`src/rtl/demux_pkg.sv`:
```
// Shared constants and helpers for the registered 1-to-N stream demux.
package demux_pkg;

    localparam int N_MAX = 32;

    function automatic logic sel_in_range(input logic [31:0] s, input int n);
        return s < 32'(n);
    endfunction

    // Low bit of channel k inside the packed F bus.
    function automatic int slice_lo(input int k, input int w);
        return k * w;
    endfunction

endpackage

```
`src/rtl/demux_slot.sv`:
```
// One-entry holding register for a single output channel.
module demux_slot #(
    parameter int W = 8
) (
    input  logic         clk,
    input  logic         rst,
    input  logic         load,
    input  logic         drain,
    input  logic [W-1:0] d,
    output logic [W-1:0] q,
    output logic         valid
);

    // A load wins over a drain, so a draining slot refills in the same cycle.
    always_ff @(posedge clk or posedge rst) begin
        if (rst) begin
            q     <= '0;
            valid <= 1'b0;
        end else if (load) begin
            q     <= d;
            valid <= 1'b1;
        end else if (drain) begin
            valid <= 1'b0;
        end
    end

endmodule

```
`src/rtl/demux_stream_1ton.sv`:
```
// Registered 1-to-N stream demux with per-channel handshake and broadcast.
module demux_stream_1ton
    import demux_pkg::*;
#(
    parameter int N    = 8,
    parameter int W    = 8,
    parameter int SELW = $clog2(N)
) (
    input  logic            clk,
    input  logic            rst,
    input  logic            En,
    input  logic [W-1:0]    i,
    input  logic            i_valid,
    output logic            i_ready,
    input  logic [SELW-1:0] S,
    input  logic            bcast,
    output logic [N*W-1:0]  F,
    output logic [N-1:0]    F_valid,
    input  logic [N-1:0]    F_ready,
    output logic            err
);

    logic [N-1:0] free;
    logic [N-1:0] sel_oh;
    logic [N-1:0] load;
    logic         in_range;
    logic         accept;

    assign free     = ~F_valid | F_ready;
    assign in_range = sel_in_range(32'(S), N);

    always_comb begin
        sel_oh = '0;
        for (int k = 0; k < N; k++) begin
            sel_oh[k] = (32'(S) == 32'(k));
        end
    end

    // Out-of-range words are swallowed so they never stall the producer.
    always_comb begin
        i_ready = 1'b0;
        if (En) begin
            if (bcast) begin
                i_ready = &free;
            end else if (in_range) begin
                i_ready = |(sel_oh & free);
            end else begin
                i_ready = 1'b1;
            end
        end
    end

    assign accept = i_valid & i_ready;
    assign load   = !accept ? '0 : (bcast ? '1 : sel_oh);

    always_ff @(posedge clk or posedge rst) begin
        if (rst) begin
            err <= 1'b0;
        end else begin
            err <= accept & ~bcast & ~in_range;
        end
    end

    for (genvar k = 0; k < N; k++) begin : g_slot
        logic [W-1:0] q_k;

        demux_slot #(.W(W)) u_slot (
            .clk   (clk),
            .rst   (rst),
            .load  (load[k]),
            .drain (F_ready[k]),
            .d     (i),
            .q     (q_k),
            .valid (F_valid[k])
        );

        assign F[slice_lo(k, W) +: W] = q_k;
    end

endmodule

```
`config.mk`:
```
export PLATFORM = sky130hd
export DESIGN_NAME = demux_stream_1ton
export DESIGN_NICKNAME = d
export VERILOG_FILES = /design/src/rtl/demux_pkg.sv /design/src/rtl/demux_slot.sv /design/src/rtl/demux_stream_1ton.sv
export SDC_FILE = /design/constraint.sdc
export NUM_CORES = 1
export LEC_CHECK = 0
export CORE_UTILIZATION = 47
export CTS_CLUSTER_DIAMETER = 40
export CTS_CLUSTER_SIZE = 12
export DETAILED_ROUTE_END_ITERATION = 8
export PLACE_DENSITY_LB_ADDON = 0.25
export REMOVE_ABC_BUFFERS = 1
export SLEW_MARGIN = 0
export SYNTH_ARGS = -nofsm -noshare
export SYNTH_HDL_FRONTEND = slang
export SYNTH_HIERARCHICAL = 1
export SYNTH_SLANG_ARGS = --single-unit
```
`constraint.sdc`:
```
create_clock -name clk -period 3.26 [get_ports clk]
set_clock_uncertainty 0.1 [all_clocks]
set_input_delay 0.815 -clock clk [delete_from_list [all_inputs] [get_ports clk]]
set_output_delay 0.815 -clock clk [all_outputs]
set_load 0.02 [all_outputs]
```
==> flow_summary.yaml, run 1 <==
status:
  status: "complete, no violations"
critical_path:
  critPathKind: "in -> out"
  cp_max_fo: 3
  cp_data_required_time_ns: 2.34
  critPathCaptureType: "output port"
  r2r-start: "g_slot[7].u_slot/valid$_DFFE_PP0P_"
  worst_path_most_repeated_cell: "buf_4"
  cpMaxStageDelayCell: "clkdlybuf4s50_1"
  cp-start-kind: "primary input"
  crit_arrival_ns: 2.32
  r2r-end: "g_slot[3].u_slot/q[7]$_DFFE_PP0P_"
  slowest_delay_ns: 0.49
  crit_chain: "clkdlybuf4s50_1 -> and4bb_2 -> a311oi_2 -> buf_4 -> a221oi_4 -> nor3b_2 -> buf_4"
  ff2ff_path_depth: 7
  r2r_slack_ns: 0.63
logic_synthesis:
  avgSynthCellArea_um2: 15.1
  synthSimpleGateAreaFrac_pct: 4.65
  yosysSeqAreaShare_pct: 54.0
  synth_area_leader_cell: "dfrtp_1"
  synth.area.mux_share_pct: 28.8
  ys_ff_latch: 72
  synth_top_area_share_pct: 54.0
  synth.area.top_cells: "dfrtp_1 (54%), mux2_4 (29%), buf_6 (3.0%)"
  synthXorXnorAreaFrac_pct: 0
  synth_adder_area_share_pct: 0
  synth_top_family_by_area: "multiplexers"
  ys_types: 26
  syn_inst: 221
  ys.warnings.count: 6
  synth_compound_area_share_pct: 6.56
  synth_area_mm2: 0.00334
layout:
  layout_commonest_cell: "clkdlybuf4s50_1"
  num_antenna_cells: 0
  stdcell_count: 438
  layout_common_cells: "clkdlybuf4s50_1 (91), dfrtp_1 (72), mux2_4 (64)"
  final_util_pct: 70.0
  multi_input_area_mm2: 0.00145
  drive_above_1_share_pct: 37.4
  area_growth_pct: 43.3
  fin_nets: 361
  seqCellArea_mm2: 0.00180
  fillers: 517
placement:
  finalWeightedCongestion: 0.844
  post-dp-hpwl_mm: 5.59
  preCtsSetupSlack_ns: -0.566
  place_inst: 422
  portBuffers: 96
pwr:
  leakagePower_nw: 2.18
  vdd_drop_max_mv: 0.463
  p_per_area_mw_per_mm2: 830
clock_network:
  clockRootBuffer: "clkbuf_8"
  cts_buffers: 9
  cts_tree: "done"
  clkSinkCount: 72
  clock_latency_ns: 0.33
  path_clk_slew_ns: 0.07
  postCtsSetupBuffers: 0
  hold_buffers: 0
  cts.path.max_buffers: 2
  htree_levels: 3
timing:
  worst_slack_ns: 0.0289
  fin_crit_ns: 3.23
  worst_slew_margin_rel_pct: 35.0
  clock.fmax_mhz: 309
  worst_pin_slew_ns: 0.973
  slew_viol_final: 0
  tns_ns: 0
  min_period_over_period_pct: 99.1
  setup_viol: 0
  hold_viol: 0
  timing.hold.ws_ns: 0.413
die:
  rows: 30
  coreArea_mm2: 0.00683
  die_x_um: 86.3
  die_y_um: 86.3
  dieArea_mm2: 0.00744
  ioPinCount: 98
  initial_core_util_pct: 48.8
global_routing:
  overflow: 0
  grt_pass1_vias: 2308
  grt_antenna_before_repair: 0
  grt_usage_pct: 22.9
  grt_pass1_wl_mm: 12.5
  grt_max_degree: 14
detailed_routing:
  firstDrtPassIters: 4
  dr_wl_met2_mm: 3.70
  ant_nets: 0
  drc: 0
  wl_met1_mm: 3.65
  highest_layer: "met4"
  via_per_inst: 4.94
  wl_mm: 7.94
  met3_wirelength_um: 445
  drtIter0Drc: 52
  routed-via-count: 2163
  wl_per_cell_um: 18.1
flow_run:
  maxCapViolations: 0
min_path:
  min_path_cells: 1
  hold_start: "g_slot[2].u_slot/valid$_DFFE_PP0P_"
  hold_end: "g_slot[2].u_slot/valid$_DFFE_PP0P_"
  worst_hold_path_type: "reg -> reg"
per-layer routing:
| layer | vias up | track usage, % |
|---|---|---|
| met2 | 75 | 35.7 |
| met3 | 10 | 6.00 |
| li1 | 992 | - |
| met5 | - | 0 |
| met1 | 1086 | 30.9 |
| met4 | 0 | 8.18 |
through the flow:
step / cell area (um^2) / power (W)
after detailed placement: 4530 / 0.00336
after global routing: 4780 / 0.00416
after global placement: 4530 / 0.00332
final: 4780 / 0.00397
after CTS: 4740 / 0.00399
after floorplan: 3220 / 0.00245
worst max-delay path by stage:
stage	from	to	slack, ns	cells past startpoint
3_3_place_gp	S[2]	i_ready	-0.49	7
5_1_grt	F_ready[3]	i_ready	-0.008	7
3_5_place_dp	S[2]	i_ready	-0.57	7
2_1_floorplan	F_ready[3]	g_slot[0].u_slot/q[0]$_DFFE_PP0P_	0.03	5
4_1_cts	F_ready[7]	i_ready	0.003	7
6_report	F_ready[3]	i_ready	0.03	7
flip-flops by register name (all words and copies together), names as in the netlist:
signal and count:
g_slot.u_slot/valid 8, g_slot.u_slot/q 64
worst max-delay path, delay by kind of cell:
kind	cells	cell delay, ns
buffers and inverters	3	0.81
AND/OR/NAND/NOR	2	0.43
AO/OA/AOI/OAI	2	0.26
synthesized netlist by cell type, drive strengths merged:
cell type  count
dfrtp         72
mux2          64
inv           22
buf           11
a21o           9
a211oi         8
nand2          7
nor2b          6
nor2           4
a21oi          2
a311oi         2
a31oi          2
nand3          2
a2111oi        1
a221oi         1
and4bb         1
conb           1
nand3b         1
nand4          1
nor3b          1
nor4b          1
nor4bb         1
or3b           1
logic make-up (layout without fill, tap and decap cells):
logic type,Yosys count,count (layout)
AOI/OAI and AO/OA,25,25
buffers and inverters,33,154
DFF,72,72
muxes,64,64
other,1,1
and+or+nand+nor,26,26
power by group:
group	switching, W	internal [W]	total [W]	leakage [nW]
logic	0.000788	0.00110	0.00189	1.23
clock network	0.000335	0.000279	0.000614	0.0824
registers	0.000224	0.00124	0.00147	0.870
total	0.00135	0.00262	0.00397	2.18
area by class of cell:
cell class              count  area share, %
repair buffers            116           24.2
multi-input cells         116           30.3
well taps                  96           2.51
clock inverters             6          0.968
inverters                  22           1.73
flip-flops and latches     72           37.7
clock buffers              10           2.67
what timing repair did:
action | CTS | global route
gates resized for setup | 12 | 9
setup endpoints to repair | 9 | 9
pin swaps | 4 | 3
Power figures use the tool's default switching activity.
==> run 2: changes to the inputs <==
--- a/config.mk
+++ b/config.mk
@@ -5,7 +5,9 @@
 export SDC_FILE = /design/constraint.sdc
 export NUM_CORES = 1
 export LEC_CHECK = 0
-export CORE_UTILIZATION = 47
+export CELL_PAD_IN_SITES_DETAIL_PLACEMENT = 0
+export CELL_PAD_IN_SITES_GLOBAL_PLACEMENT = 1
+export CORE_UTILIZATION = 38
 export CTS_CLUSTER_DIAMETER = 40
 export CTS_CLUSTER_SIZE = 12
 export DETAILED_ROUTE_END_ITERATION = 8
==> flow_summary.yaml, run 2 (same netlist as run 1, synthesis figures left out) <==
timing:
  timing.hold.ws_ns: 0.413
  worst_pin_slew_ns: 1.08
  hold_viol: 0
  slew_viol_final: 0
  tns_ns: -0.789
  setup_viol: 38
  clock.fmax_mhz: 302
  fin_crit_ns: 3.32
  worst_slew_margin_rel_pct: 27.9
  worst_slack_ns: -0.0551
  min_period_over_period_pct: 102
  rsz0062_at_grt: "yes"
global_routing:
  use_met3_pct: 5.69
  grt-busiest-layer: "met2"
  grt_usage_pct: 18.9
  overflow: 0
  grtUsageMet1_pct: 26.0
  grt_pass1_wl_mm: 12.4
  grt_use_met2_pct: 28.2
  grt_antenna_before_repair: 0
  grt_max_degree: 14
  grt_pass1_vias: 2220
die:
  dieArea_mm2: 0.00916
  die_y_um: 95.7
  die_x_um: 95.7
  coreArea_mm2: 0.00834
  rows: 33
  initial_core_util_pct: 40.0
  ioPinCount: 98
layout:
  layout_commonest_cell: "clkdlybuf4s50_1"
  area_growth_pct: 43.3
  drive_above_1_share_pct: 36.3
  fin_nets: 355
  num_antenna_cells: 0
  largest_register_ffs: 64
  stdcell_count: 441
  layout_common_cells: "clkdlybuf4s50_1 (91), dfrtp_1 (72), mux2_4 (64)"
  top_regs: "g_slot.u_slot/q: 64 flops, g_slot.u_slot/valid: 8 flops"
  final_util_pct: 57.4
  largest-register: "g_slot.u_slot/q"
pwr:
  p_per_area_mw_per_mm2: 893
  leakagePower_nw: 2.17
  finalPower_w: 0.00427
  vdd_drop_max_mv: 0.593
critical_path:
  critPathKind: "in -> reg"
  crit_arrival_ns: 3.44
  cp-start-kind: "primary input"
  cp_max_fo: 9
  cp_data_required_time_ns: 3.39
  critPathCaptureType: "flip-flop"
clock_network:
  clock_latency_ns: 0.34
  cts_tree: "done"
  path_clk_slew_ns: 0.08
  cts_buffers: 9
  clockRootBuffer: "clkbuf_8"
  clkSinkCount: 72
  htree_levels: 3
  cts.path.max_buffers: 2
detailed_routing:
  ant_nets: 0
  drc: 0
  wl_mm: 8.03
  via_per_inst: 4.81
  firstDrtPassIters: 4
  routed-via-count: 2120
  drtIter0Drc: 134
  wl_per_cell_um: 18.2
status:
  status: "finished, violations left"
  violations: "setup timing"
flow_run:
  maxCapViolations: 0
placement:
  portBuffers: 96
  finalWeightedCongestion: 0.847
  place_inst: 423
  post-dp-hpwl_mm: 5.52
min_path:
  worst_hold_path_type: "reg -> reg"
==> run 2: cell types whose count changed in the layout (fill, tap and decap cells not counted), sizes merged <==
cell and delta:
buf -6, bufinv +4, clkinv -2, clkinvlp -2
dlygate4sd2 +2, dlymetal6s2s -2, clkbuf -1, inv +1
==> run 2: area by class of cell <==
| class | count | area, um^2 |
|---|---|---|
| timing repair buffer | 110 | 1070 |
| sequential | 72 | 1800 |
| inverter | 22 | 82.6 |
| clock buffer | 9 | 124 |
| clock inverter | 7 | 143 |
| fill | 683 | 3560 |
| tap | 105 | 131 |
| multi-input combinational | 116 | 1430 |
==> run 2: power by group <==
group          leakage (nW)  internal (W)  switching [W]
clock                 0.134      0.000588       0.000346
sequential            0.870       0.00124       0.000225
combinational          1.16       0.00109       0.000780
==> run 2: worst paths after layout <==
path | from | end | slack [ns] | cells past startpoint
max | F_ready[6] | g_slot[0].u_slot/q[3]$_DFFE_PP0P_ | -0.06 | 8
min | g_slot[2].u_slot/valid$_DFFE_PP0P_ | g_slot[2].u_slot/valid$_DFFE_PP0P_ | 0.41 | 1
max reg2reg | g_slot[6].u_slot/valid$_DFFE_PP0P_ | g_slot[0].u_slot/q[3]$_DFFE_PP0P_ | 0.40 | 7
max in group asynchronous | rst | g_slot[6].u_slot/q[7]$_DFFE_PP0P_ | 1.85 | 2
min reg2reg | g_slot[2].u_slot/valid$_DFFE_PP0P_ | g_slot[2].u_slot/valid$_DFFE_PP0P_ | 0.41 | 1
min in group asynchronous | rst | g_slot[4].u_slot/q[4]$_DFFE_PP0P_ | 0.91 | 2
==> run 2: metal layers <==
| layer | routed length [um] | vias up | part of all wire (%) |
|---|---|---|---|
| met5 | 0 | - | 0 |
| met4 | 70 | 0 | 0.87 |
| met3 | 610 | 6 | 7.6 |
| met2 | 3520 | 80 | 44 |
| met1 | 3820 | 1056 | 48 |
| li1 | - | 978 | - |
==> run 2: repair_timing <==
action	in CTS	in global routing
endpoints found under the setup margin	65	65
pin swaps	3	3
hold buffers	0	0
buffers inserted	2	0
gates resized for setup	12	8
==> run 2: through the flow <==
stage	instance area [um^2]	setup slack, ns
5_1_grt	4780	-0.116
6_report	4780	-0.0551
3_5_place_dp	4450	-0.524
3_3_place_gp	4450	-0.481
4_1_cts	4740	-0.0788
2_1_floorplan	3220	0.0280
==> run 2: critical path, stage by stage <==
cell and delay (ns):
clkdlybuf4s50_1 0.49, nor2b_2 0.08, a2111oi_4 0.38, buf_4 0.17, nand4_1 0.08, buf_4 0.21
a211oi_2 0.88, mux2_4 0.36
==> run 3: changes to the inputs <==
--- a/config.mk
+++ b/config.mk
@@ -13,6 +13,7 @@
 export DETAILED_ROUTE_END_ITERATION = 8
 export PLACE_DENSITY_LB_ADDON = 0.25
 export REMOVE_ABC_BUFFERS = 1
+export SKIP_CTS_REPAIR_TIMING = 1
 export SLEW_MARGIN = 0
 export SYNTH_ARGS = -nofsm -noshare
 export SYNTH_HDL_FRONTEND = slang
==> flow_summary.yaml, run 3 (same netlist as run 1, synthesis figures left out) <==
pwr:
  vdd_drop_max_mv: 0.587
  power_switching_w: 0.00134
  finalPower_w: 0.00426
  p_int_w: 0.00292
  p_per_area_mw_per_mm2: 903
  combPwrFrac_pct: 43.7
  leakagePower_nw: 2.13
  swShare_pct: 31.5
  seqPwrFrac_pct: 34.4
  p_clk_share_pct: 21.9
critical_path:
  critPathKind: "in -> out"
  crit_arrival_ns: 2.47
  r2r-end: "g_slot[0].u_slot/q[3]$_DFFE_PP0P_"
  critPathCaptureType: "output port"
  cp_max_fo: 8
  r2r-start: "g_slot[6].u_slot/valid$_DFFE_PP0P_"
  cp-start-kind: "primary input"
  cp-startpoint: "S[2]"
  cp_data_required_time_ns: 2.34
  crit_path_end: "i_ready"
  ff2ff_path_depth: 7
  r2r_slack_ns: 0.36
die:
  die_x_um: 95.7
  die_y_um: 95.7
  initial_core_util_pct: 40.0
  dieArea_mm2: 0.00916
  ioPinCount: 98
  coreArea_mm2: 0.00834
  rows: 33
global_routing:
  grt_antenna_before_repair: 0
  grt_pass1_wl_mm: 12.4
  grt_max_degree: 14
  grt_pass1_vias: 2202
  overflow: 0
  grt_usage_pct: 18.8
status:
  status: "finished, violations left"
  violations: "setup timing"
timing:
  worst_slack_ns: -0.120
  worst_slew_margin_rel_pct: 27.6
  fin_crit_ns: 3.38
  setup_viol: 57
  tns_ns: -3.00
  worst_pin_slew_ns: 1.08
  min_period_over_period_pct: 104
  rsz0062_at_grt: "yes"
  slew_viol_final: 0
  hold_viol: 0
  clock.fmax_mhz: 296
detailed_routing:
  wl_mm: 7.87
  routed-via-count: 2085
  firstDrtPassIters: 4
  ant_nets: 0
  drc: 0
  drtIter0Drc: 156
  wl_per_cell_um: 17.9
  via_per_inst: 4.75
clock_network:
  clkSinkCount: 72
  clockRootBuffer: "clkbuf_8"
  cts_buffers: 9
  htree_levels: 3
  cts_tree: "done"
  path_clk_slew_ns: 0.07
  clock_latency_ns: 0.34
  cts.path.max_buffers: 2
layout:
  area_growth_pct: 41.3
  fillers: 692
  largest_register_ffs: 64
  top_regs: "g_slot.u_slot/q: 64 flops, g_slot.u_slot/valid: 8 flops"
  stdcell_count: 439
  layout_common_cells: "clkdlybuf4s50_1 (95), dfrtp_1 (72), mux2_4 (64)"
  num_antenna_cells: 0
  layout_commonest_cell: "clkdlybuf4s50_1"
  fin_nets: 353
  drive_above_1_share_pct: 33.8
  largest-register: "g_slot.u_slot/q"
placement:
  preCtsSetupSlack_ns: -0.524
  finalWeightedCongestion: 0.847
  place_inst: 423
  portBuffers: 96
  post-dp-hpwl_mm: 5.52
flow_run:
  maxCapViolations: 0
min_path:
  worst_hold_path_type: "reg -> reg"
  hold_start: "g_slot[2].u_slot/valid$_DFFE_PP0P_"
==> run 3: how the worst min path moves through the flow <==
| stage | endpoint | slack [ns] | depth (start not counted) |
|---|---|---|---|
| floorplan | g_slot[2].u_slot/valid$_DFFE_PP0P_ | 0.52 | 1 |
| global placement | g_slot[6].u_slot/valid$_DFFE_PP0P_ | 0.39 | 1 |
| detailed placement | g_slot[6].u_slot/q[2]$_DFFE_PP0P_ | 0.39 | 1 |
| CTS | g_slot[2].u_slot/valid$_DFFE_PP0P_ | 0.41 | 1 |
| global route | g_slot[3].u_slot/q[0]$_DFFE_PP0P_ | 0.43 | 1 |
| finish | g_slot[2].u_slot/valid$_DFFE_PP0P_ | 0.41 | 1 |
==> run 3: layout make-up <==
| cell class | instances | area, um^2 | share of cell area, % |
|---|---|---|---|
| sequential | 72 | 1800 | 38.2 |
| multi-input combinational | 116 | 1390 | 29.4 |
| timing repair buffer | 108 | 1050 | 22.2 |
| clock inverter | 7 | 143 | 3.03 |
| tap | 105 | 131 | 2.79 |
| clock buffer | 9 | 124 | 2.63 |
| inverter | 22 | 82.6 | 1.75 |
==> run 3: per-stage QoR <==
step / hold slack (ns) / utilization (%) / instance area (um^2)
global route: 0.433 / 56.5 / 4710
floorplan: 0.522 / - / 3220
CTS: 0.413 / 56.5 / 4710
detailed placement: 0.391 / 53.3 / 4450
finish: 0.413 / 56.5 / 4710
global placement: 0.388 / 53.3 / 4450
==> run 3: critical path, stage by stage <==
cell and delay (ns):
clkdlybuf4s50_1 0.41, buf_4 0.16, or3b_1 0.37, a21o_1 0.21, a221oi_4 0.26, nor3b_2 0.08, clkbuf_2 0.16
==> run 3: power by group through the flow <==
stage | Combinational [W] | Sequential [W] | Clock [W]
2_1_floorplan | 0.000579 | 0.00187 | 0
3_3_place_gp | 0.00185 | 0.00147 | 0
3_5_place_dp | 0.00188 | 0.00147 | 0
4_1_cts | 0.00188 | 0.00147 | 0.000964
5_1_grt | 0.00196 | 0.00151 | 0.000998
6_report | 0.00186 | 0.00147 | 0.000933
==> run 3: layer usage <==
layer	share of wire (%)	global-route usage (%)
met5	0	0
met4	0.91	6.72
met3	7.1	5.69
met2	43	28.0
met1	49	26.0
==> edit (flow settings as in run 2) <==
`W` is set to 8 in 2 places; all go to 7.
--- a/src/rtl/demux_slot.sv
+++ b/src/rtl/demux_slot.sv
@@ -1,5 +1,5 @@
 // One-entry holding register for a single output channel.
 module demux_slot #(
-    parameter int W = 8
+    parameter int W = 7
 ) (
     input  logic         clk,
--- a/src/rtl/demux_stream_1ton.sv
+++ b/src/rtl/demux_stream_1ton.sv
@@ -4,5 +4,5 @@
 #(
     parameter int N    = 8,
-    parameter int W    = 8,
+    parameter int W    = 7,
     parameter int SELW = $clog2(N)
 ) (
Interface: changed (resized F and i); port bits go from 98 to 89. No check against the original RTL was run, so the function may have changed too.
==> edit against run 2 <==
Non-clock buffer count is 3 lower. Synthesized area is 9.6% lower. Register-to-register slack better by 0.54 ns. Total power is 17% lower. Sequential cell count is 8 lower. Setup slack better by 0.16 ns. Die area is 9.4% lower. Sequential power is 12% lower. Highest routed layer unchanged. Wire length is 10% lower. Final cell count is 5.4% lower. Critical path depth is 2 lower. Final area is 11% lower. Clock power is 35% lower.
==> edit: results (changes against run 2) <==
| Metric | Value |
|---|---|
| Initial antenna violation count | `0 (unchanged)` |
| CP arrival | `2.24 ns (-1.20 ns)` |
| Largest net degree at the start of global routing | `10 (-4)` |
| Vias in the first global route | `2,094 (-5.7%)` |
| Drt wl/cell | `17.3 microns (-5.1%)` |
| Largest registers | `g_slot.u_slot/q (56), g_slot.u_slot/valid (8)` |
| CTS root buf | `clkbuf_8` |
| Switching share of power | `32.3% (+0.68 points)` |
| Worst-path fanout max | `3 (-6)` |
| RR Startpoint | `g_slot[1].u_slot/valid` |
| Layout cells sized above 1 | `34.0% (-2.3 points)` |
| Worst Setup EP | `i_ready` |
| Worst reg2reg path depth | `7 (unchanged)` |
| Port buffer count | `87 (-9.4%)` |
| R2R Setup Slk | `0.94 ns (+0.54 ns)` |
| Max-slew headroom | `60.8% (+33 points)` |
| Sequential area share after synthesis | `53.1% (-0.90 points)` |
| Via count | `1,961 (-7.5%)` |
| Final Net Count | `335 (-5.6%)` |
| Fill cells | `669 (-2.0%)` |
| Clock Path Buffers | `2 (unchanged)` |
| Detailed Place HPWL | `4.89 mm (-11%)` |
| Synth warnings | `6 (unchanged)` |
| DP Cell Count | `403 (-4.7%)` |
| First-pass GRT wire length | `11.4 mm (-8.0%)` |
| FMAX | `0.317 GHz (+5.0%)` |
| Vias per Instance | `4.70 (-2.2%)` |
| GPL Wtd Cong | `0.801 (-5.4%)` |
| Worst-path clk slew | `0.06 ns (-0.02 ns)` |
| Area after DPL | `0.00407 sq mm (-8.5%)` |
| RR Endpoint | `g_slot[0].u_slot/q[5]` |
| GRT Util Overall | `18.7% (-0.27 points)` |
| Lkg Pwr | `0.00197 uW (-8.9%)` |
| Min-delay src | `g_slot[5].u_slot/q[4]` |
| Status | `finished, final reports clean` |
| Synth top area cells | `dfrtp_1 (53%), mux2_4 (28%), buf_6 (3.4%)` |
| Commonest cells in the netlist | `dfrtp_1 (64), mux2_4 (56), inv_1 (22)` |
| Detailed router's first-iteration violation count | `61 (-54%)` |
| Area of the multi-input gates | `0.00126 sq mm (-12%)` |
| CP startpoint | `F_ready[5]` |
| Post-Synthesis Cells | `205 (-7.2%)` |
| Post-CTS setup repair buffer count | `0 (-2)` |
| Max VDD drop | `376 uV (-37%)` |
| Number of CTS-inserted buffers | `9 (unchanged)` |
| Pre-CTS setup slack | `-0.640 ns (-0.116 ns)` |
-- edit: changes by cell type after synthesis, sizes merged --
cell and delta:
dfrtp -8, mux2 -8
-- edit: cell type report --
cell class	instances	area share [%]
clock buffer	14	4.04
inverter	22	1.93
multi-input combinational	108	29.5
sequential	64	37.5
tap	102	2.99
timing repair buffer	107	24.1
-- edit: cell families (layout without fill, tap and decap cells) --
family / count (synthesis) / after routing / synth area share (%)
compound gates: 25 / 25 / 7.26
buf+inv: 33 / 143 / 6.51
flops: 64 / 64 / 53.1
mux: 56 / 56 / 27.9
other cells: 1 / 1 / 0.124
simple gates: 26 / 26 / 5.14
-- edit: per-stage QoR --
| step | power [uW] | hold WS (ns) |
|---|---|---|
| 2_1_floorplan | 2170 | 0.522 |
| 3_3_place_gp | 2930 | 0.387 |
| 3_5_place_dp | 2940 | 0.393 |
| 4_1_cts | 3570 | 0.414 |
| 5_1_grt | 3720 | 0.428 |
| 6_report | 3540 | 0.409 |
-- edit: how the worst min path moves through the flow --
stage                        endpoint  slack (ns)  cells past startpoint
2_1_floorplan  g_slot[2].u_slot/valid        0.52                      1
3_3_place_gp   g_slot[2].u_slot/valid        0.39                      1
3_5_place_dp    g_slot[7].u_slot/q[6]        0.39                      1
4_1_cts         g_slot[5].u_slot/q[4]        0.41                      1
5_1_grt         g_slot[3].u_slot/q[6]        0.43                      1
6_report        g_slot[5].u_slot/q[4]        0.41                      1
-- edit: power by group through the flow --
stage	Combinational, uW	Sequential [uW]	Clock, uW
global placement	1630	1300	0
CTS	1660	1290	622
floorplan	513	1660	0
global route	1720	1330	660
finish	1650	1290	603
detailed placement	1660	1290	0
-- edit: routing by layer --
| layer | track usage [%] | wire length (microns) |
|---|---|---|
| met2 | 26.7 | 3110 |
| met3 | 5.53 | 421 |
| met5 | 0 | 0 |
| met1 | 26.8 | 3600 |
| met4 | 6.35 | 72 |
-- edit: worst max-delay path, cell delays in order --
cell             delay [ns]
clkdlybuf4s50_1        0.50
inv_1                  0.08
a2111oi_4              0.34
a31oi_1                0.15
nor3b_2                0.19
buf_4                  0.16
-- edit: what timing repair did --
action                                  4_1_cts  5_1_grt
pin swaps                                     3        4
endpoints found under the setup margin        1        1
gates resized for setup                      12        7
cloned                                        0        0
